File: src/rtl/bus_arbiter_if.sv
// Bus-arbiter signal bundle: MCU/SPI and CPU requests in, RAM strobes and slot status out.
// The arbiter connects through the slave modport; the requesting side uses master.
interface bus_arbiter_if;
    logic       spi_req_i;
    logic       spi_rw_ni;
    logic       cpu_rw_ni;
    logic       cpu_halt_i;
    logic       spi_ack_o;
    logic       clk_cpu_o;
    logic       cpu_ready_o;
    logic       cpu_en_no;
    logic [1:0] owner_o;
    logic       ram_oe_no;
    logic       ram_we_no;
    logic       video_strobe_o;
    logic [3:0] cycle_o;

    modport slave (
        input  spi_req_i, spi_rw_ni, cpu_rw_ni, cpu_halt_i,
        output spi_ack_o, clk_cpu_o, cpu_ready_o, cpu_en_no, owner_o,
               ram_oe_no, ram_we_no, video_strobe_o, cycle_o
    );

    modport master (
        output spi_req_i, spi_rw_ni, cpu_rw_ni, cpu_halt_i,
        input  spi_ack_o, clk_cpu_o, cpu_ready_o, cpu_en_no, owner_o,
               ram_oe_no, ram_we_no, video_strobe_o, cycle_o
    );
endinterface

File: src/rtl/bus_arbiter.sv
// Time-sliced RAM arbiter: a 16-clock frame split into VIDEO (0-3), SPI (4-7) and CPU (8-15) slots.
// Every output is computed from the next cycle number and registered, so nothing is combinational from inputs.
module bus_arbiter (
    input  logic          clk_16_i,
    input  logic          reset_ai,
    bus_arbiter_if.slave  bus
);
    localparam logic [1:0] OWN_VIDEO = 2'd0;
    localparam logic [1:0] OWN_SPI   = 2'd1;
    localparam logic [1:0] OWN_CPU   = 2'd2;
    localparam logic [1:0] OWN_NONE  = 2'd3;

    logic       run_q,      run_d;
    logic [3:0] cycle_q,    cycle_d;
    logic       grant_q,    grant_d;
    logic       spi_rw_q,   spi_rw_d;
    logic       cpu_rw_q,   cpu_rw_d;
    logic       ready_q,    ready_d;
    logic [1:0] owner_q,    owner_d;
    logic       oe_n_q,     oe_n_d;
    logic       we_n_q,     we_n_d;
    logic       ack_q,      ack_d;
    logic       strobe_q,   strobe_d;
    logic       clk_cpu_q,  clk_cpu_d;
    logic       cpu_en_n_q, cpu_en_n_d;

    always_comb begin
        run_d   = 1'b1;
        // The first edge after reset opens cycle 0 rather than advancing past it.
        cycle_d = run_q ? cycle_q + 4'd1 : 4'd0;

        ready_d  = (cycle_d == 4'd0)  ? ~bus.cpu_halt_i : ready_q;
        grant_d  = (cycle_d == 4'd4)  ? bus.spi_req_i   : grant_q;
        spi_rw_d = (cycle_d == 4'd4)  ? bus.spi_rw_ni   : spi_rw_q;
        cpu_rw_d = (cycle_d == 4'd12) ? bus.cpu_rw_ni   : cpu_rw_q;

        if (cycle_d[3])
            owner_d = OWN_CPU;
        else if (cycle_d[2])
            owner_d = grant_d ? OWN_SPI : OWN_NONE;
        else
            owner_d = OWN_VIDEO;

        oe_n_d = 1'b1;
        if (cycle_d >= 4'd1 && cycle_d <= 4'd3)
            oe_n_d = 1'b0;
        if (cycle_d >= 4'd5 && cycle_d <= 4'd7 && grant_d && spi_rw_d)
            oe_n_d = 1'b0;
        if (cycle_d >= 4'd13 && cpu_rw_d)
            oe_n_d = 1'b0;

        // Write strobes skip each slot's first and last cycle for address setup/hold.
        we_n_d = 1'b1;
        if (cycle_d >= 4'd5 && cycle_d <= 4'd6 && grant_d && !spi_rw_d)
            we_n_d = 1'b0;
        if (cycle_d >= 4'd13 && cycle_d <= 4'd14 && !cpu_rw_d && ready_d)
            we_n_d = 1'b0;

        ack_d      = (cycle_d == 4'd7) && grant_d;
        strobe_d   = (cycle_d == 4'd3);
        clk_cpu_d  = (cycle_d >= 4'd12);
        cpu_en_n_d = ~cycle_d[3];
    end

    always_ff @(posedge clk_16_i or posedge reset_ai) begin
        if (reset_ai) begin
            run_q      <= 1'b0;
            cycle_q    <= 4'd0;
            grant_q    <= 1'b0;
            spi_rw_q   <= 1'b1;
            cpu_rw_q   <= 1'b1;
            ready_q    <= 1'b0;
            owner_q    <= OWN_NONE;
            oe_n_q     <= 1'b1;
            we_n_q     <= 1'b1;
            ack_q      <= 1'b0;
            strobe_q   <= 1'b0;
            clk_cpu_q  <= 1'b0;
            cpu_en_n_q <= 1'b1;
        end else begin
            run_q      <= run_d;
            cycle_q    <= cycle_d;
            grant_q    <= grant_d;
            spi_rw_q   <= spi_rw_d;
            cpu_rw_q   <= cpu_rw_d;
            ready_q    <= ready_d;
            owner_q    <= owner_d;
            oe_n_q     <= oe_n_d;
            we_n_q     <= we_n_d;
            ack_q      <= ack_d;
            strobe_q   <= strobe_d;
            clk_cpu_q  <= clk_cpu_d;
            cpu_en_n_q <= cpu_en_n_d;
        end
    end

    assign bus.cycle_o        = cycle_q;
    assign bus.owner_o        = owner_q;
    assign bus.ram_oe_no      = oe_n_q;
    assign bus.ram_we_no      = we_n_q;
    assign bus.spi_ack_o      = ack_q;
    assign bus.video_strobe_o = strobe_q;
    assign bus.clk_cpu_o      = clk_cpu_q;
    assign bus.cpu_ready_o    = ready_q;
    assign bus.cpu_en_no      = cpu_en_n_q;
endmodule

File: src/flat_wrapper.sv
// flat-port wrapper written by rule: the top's interface ports become plain ports
module bus_arbiter_flat 
  (clk_16_i, reset_ai, bus_spi_req_i, bus_spi_rw_ni, bus_cpu_rw_ni, bus_cpu_halt_i, bus_spi_ack_o, bus_clk_cpu_o, bus_cpu_ready_o, bus_cpu_en_no, bus_owner_o, bus_ram_oe_no, bus_ram_we_no, bus_video_strobe_o, bus_cycle_o);
  bus_arbiter_if bus_i ();
  input  logic clk_16_i;
  input  logic reset_ai;
  input wire logic [$bits(bus_i.spi_req_i)-1:0] bus_spi_req_i;
  input wire logic [$bits(bus_i.spi_rw_ni)-1:0] bus_spi_rw_ni;
  input wire logic [$bits(bus_i.cpu_rw_ni)-1:0] bus_cpu_rw_ni;
  input wire logic [$bits(bus_i.cpu_halt_i)-1:0] bus_cpu_halt_i;
  output wire logic [$bits(bus_i.spi_ack_o)-1:0] bus_spi_ack_o;
  output wire logic [$bits(bus_i.clk_cpu_o)-1:0] bus_clk_cpu_o;
  output wire logic [$bits(bus_i.cpu_ready_o)-1:0] bus_cpu_ready_o;
  output wire logic [$bits(bus_i.cpu_en_no)-1:0] bus_cpu_en_no;
  output wire logic [$bits(bus_i.owner_o)-1:0] bus_owner_o;
  output wire logic [$bits(bus_i.ram_oe_no)-1:0] bus_ram_oe_no;
  output wire logic [$bits(bus_i.ram_we_no)-1:0] bus_ram_we_no;
  output wire logic [$bits(bus_i.video_strobe_o)-1:0] bus_video_strobe_o;
  output wire logic [$bits(bus_i.cycle_o)-1:0] bus_cycle_o;
  assign bus_i.spi_req_i = bus_spi_req_i;
  assign bus_i.spi_rw_ni = bus_spi_rw_ni;
  assign bus_i.cpu_rw_ni = bus_cpu_rw_ni;
  assign bus_i.cpu_halt_i = bus_cpu_halt_i;
  assign bus_spi_ack_o = bus_i.spi_ack_o;
  assign bus_clk_cpu_o = bus_i.clk_cpu_o;
  assign bus_cpu_ready_o = bus_i.cpu_ready_o;
  assign bus_cpu_en_no = bus_i.cpu_en_no;
  assign bus_owner_o = bus_i.owner_o;
  assign bus_ram_oe_no = bus_i.ram_oe_no;
  assign bus_ram_we_no = bus_i.ram_we_no;
  assign bus_video_strobe_o = bus_i.video_strobe_o;
  assign bus_cycle_o = bus_i.cycle_o;
  bus_arbiter u_core (.clk_16_i(clk_16_i), .reset_ai(reset_ai), .bus(bus_i));
endmodule
File: config.mk
export PLATFORM = sky130hd
export DESIGN_NAME = bus_arbiter_flat
export DESIGN_NICKNAME = d
export VERILOG_FILES = /design/src/rtl/bus_arbiter_if.sv /design/src/rtl/bus_arbiter.sv /design/src/flat_wrapper.sv
export SDC_FILE = /design/constraint.sdc
export NUM_CORES = 1
export LEC_CHECK = 0
export BUFFER_PORTS_ARGS = -buffer_cell sky130_fd_sc_hd__buf_2
export CAP_MARGIN = 5
export CORE_UTILIZATION = 45
export CTS_CLUSTER_DIAMETER = 80
export DETAILED_ROUTE_END_ITERATION = 10
export GPL_ROUTABILITY_DRIVEN = 0
export HOLD_SLACK_MARGIN = 0.02
export MAX_ROUTING_LAYER = met4
export PLACE_DENSITY = 0.68
export REMOVE_ABC_BUFFERS = 1
export SLEW_MARGIN = 20
export SYNTH_ARGS = -nofsm -noshare
export SYNTH_HDL_FRONTEND = slang
export SYNTH_SLANG_ARGS = --single-unit
export TNS_END_PERCENT = 20
File: constraint.sdc
create_clock -name clk_16_i -period 2.4 [get_ports clk_16_i]
set_input_delay 0.12 -clock clk_16_i [delete_from_list [all_inputs] [get_ports clk_16_i]]
set_output_delay 0.12 -clock clk_16_i [all_outputs]
set_load 0.02 [all_outputs]
==> impl_metrics.ini <==
[worst_hold_path]
min_from = bus_spi_rw_ni
min_path_type = input port to flop

[setup_path]
slowest_delay_ns = 0.50
endpoint = u_core.bus.ram_we_no
worstPathCellList = ha_1 > nand2b_1 > a211o_1 > a311oi_1 > o41ai_2
r2r_setup_slack_ns = 0.45
r2r_cells = 5
rr_startpoint = u_core.bus.cycle_o[0]
r2r-end = u_core.bus.ram_we_no
cp.required_ns = 2.62
crit_arrival_ns = 2.17
crit_family = compound AO/OA/AOI/OAI gates
worstSetupPathType = flop to flop
cp.depth = 5
start_kind = flop
critPathSlowestCell = dfrtp_1
cp_num_buf_inv = 0
cp-startpoint = u_core.bus.cycle_o[0]
cp_max_fo = 10
endpoint_kind = flop

[grt]
use_met3_pct = 8.40
grt.total_usage_pct = 18.3
grt_pass1_wl_mm = 2.39
first_global_vias = 555
overflow = 0
busiest_layer = met2
grt_util_met2_pct = 26.1
grt_start_max_net_pins = 18
grt_util_met1_pct = 21.7
antenna_found_initial = 0

[synthesis]
synthArstFlopShare_pct = 100
ys.warnings.count = 0
synth_top_area_cell = dfrtp_1
synthesis.area_um2 = 843
synth_cell_types = 38
synthFlopType = dfrtp_1
avgSynthCellArea_um2 = 11.4
seq_area_frac_synth_pct = 51.5
synth-seq-cells = 17
syn_inst = 74
synth_edf_count = 0
synth_top_cells_by_area = dfrtp_1 30%, dfstp_2 22%, nand2_1 4.0%
synth_top_area_share_pct = 29.7

[route]
totalWireLength_mm = 1.45
ant_nets = 0
via_count = 609
drc = 0
drt-initial-drc-count = 6
viasPerCell = 4.99
wl_per_cell_um = 11.9
drt_pass1_iterations = 5

[cts]
post_cts_resized = 0
ctsLongestPathBuffers = 2
hold_buffers = 2
tritoncts = done
worstSkewPairLatency_ns = 0.29
clkTransAtPathRegs_ns = 0.09
root_buffer = clkbuf_4
cts_made_buffers = 3
cts_sinks = 17
htreeDepth = 1
cts_setup_buffers = 0

[floorplan]
rows = 15
initial_core_util_pct = 48.3
die_w_um = 45.3
io_pins = 19
core_area_mm2 = 0.00175
dieArea_mm2 = 0.00205
fp.dieH_um = 45.3

[sta]
fin_crit_sh_pct = 81.2
max_slew_margin_pct = 58.6
tns_ns = 0
layout_min_cycle_time_ns = 1.95
rsz0062_at_grt = false
drv_slew = 0
finClkSkew_ns = 0.00367
finalHoldWorstSlack_ns = 0.0456
hold_viol = 0
max_freq_ghz = 0.513
finalSetupViolations = 0
worst_pin_slew_ns = 0.620

[final_layout]
diodes = 0
nets = 105
drive_above_1_share_pct = 40.2
layout_common_cells = 18 x buf_2, 10 x dfrtp_1, 9 x nand2_1
final_common_cell = buf_2
largest_reg_flops = 4
syn_to_final_growth_pct = 19.6

[power_and_ir_drop]
ir_drop_mv = 0.399
internal_power_uw = 457
p_clk_share_pct = 22.3
p_comb_share_pct = 24.1
power.density_mw_per_mm2 = 658
swShare_pct = 31.2
leakage_uw = 0.000496
p_sw_uw = 207
p_seq_share_pct = 53.6

[placed_design]
portBuffers = 18
hpwlAfterDp_mm = 1.11

[run]
drv_cap = 0

[outcome]
outcome = complete, no violations
## routing by layer
layer / up-vias / wire [um]
met4: 0 / 25
met3: 6 / 93
met2: 21 / 678
met5: - / 0
li1: 303 / -
met1: 279 / 650
## worst min-delay path, cell delays in order
cell and delay [ns]:
buf_2 0.11, nand3_1 0.06, nand2_1 0.05
## layout make-up
cell class | instances | area (um^2)
clock buffer | 3 | 22.5
sequential | 17 | 434
clock inverter | 1 | 5.00
multi-input combinational | 52 | 390
fill | 173 | 737
tap | 25 | 31.3
timing repair buffer | 20 | 110
inverter | 4 | 15.0
## logic make-up (layout without fill, tap and decap cells)
| family | after synthesis | after routing | share of synthesized area (%) |
|---|---|---|---|
| fa+ha+maj | 1 | 1 | 1.48 |
| flops | 17 | 17 | 51.5 |
| simple gates | 29 | 29 | 20.2 |
| xor+xnor | 5 | 5 | 6.08 |
| other cells | 1 | 1 | 0.445 |
| mux | 2 | 2 | 2.52 |
| compound gates | 14 | 14 | 15.6 |
| buf+inv | 5 | 28 | 2.22 |
## worst min-delay path by stage
stage	to	slack (ns)	depth (start not counted)
after floorplan	u_core.bus.clk_cpu_o	0.04	1
after global placement	u_core.bus.clk_cpu_o	0.22	2
after detailed placement	u_core.bus.cycle_o[2]	0.22	2
after CTS	u_core.spi_rw_q	0.04	3
after global routing	u_core.spi_rw_q	0.04	3
final	u_core.spi_rw_q	0.05	3
## cells in the mapped netlist, types with 2 or more instances
cell type	n
dfrtp_1	10
nand2b_1	2
and3b_1	2
inv_1	3
and2_1	2
nor2b_1	2
nand3_1	4
nor3b_1	2
xor2_1	3
nand2_1	9
dfstp_2	7
a21oi_1	2
## metrics by stage
stage / setup slack, ns / instance area [um^2] / utilization (%) / power (uW) / cells
after floorplan: 0.516 / 840 / - / 479 / 73
after global routing: 0.328 / 1010 / 57.8 / 712 / 122
after CTS: 0.457 / 1010 / 57.8 / 675 / 122
after detailed placement: 0.486 / 961 / 55.1 / 520 / 116
after global placement: 0.559 / 961 / 55.1 / 517 / 116
final: 0.450 / 1010 / 57.8 / 664 / 122
## power groups by stage
stage | clock network, uW | logic (uW) | registers [uW]
after floorplan | 0 | 106 | 373
after global placement | 0 | 156 | 361
after detailed placement | 0 | 158 | 362
after CTS | 157 | 161 | 357
after global routing | 170 | 178 | 364
final | 148 | 160 | 356
No activity file was read; power rests on OpenSTA's default activity.
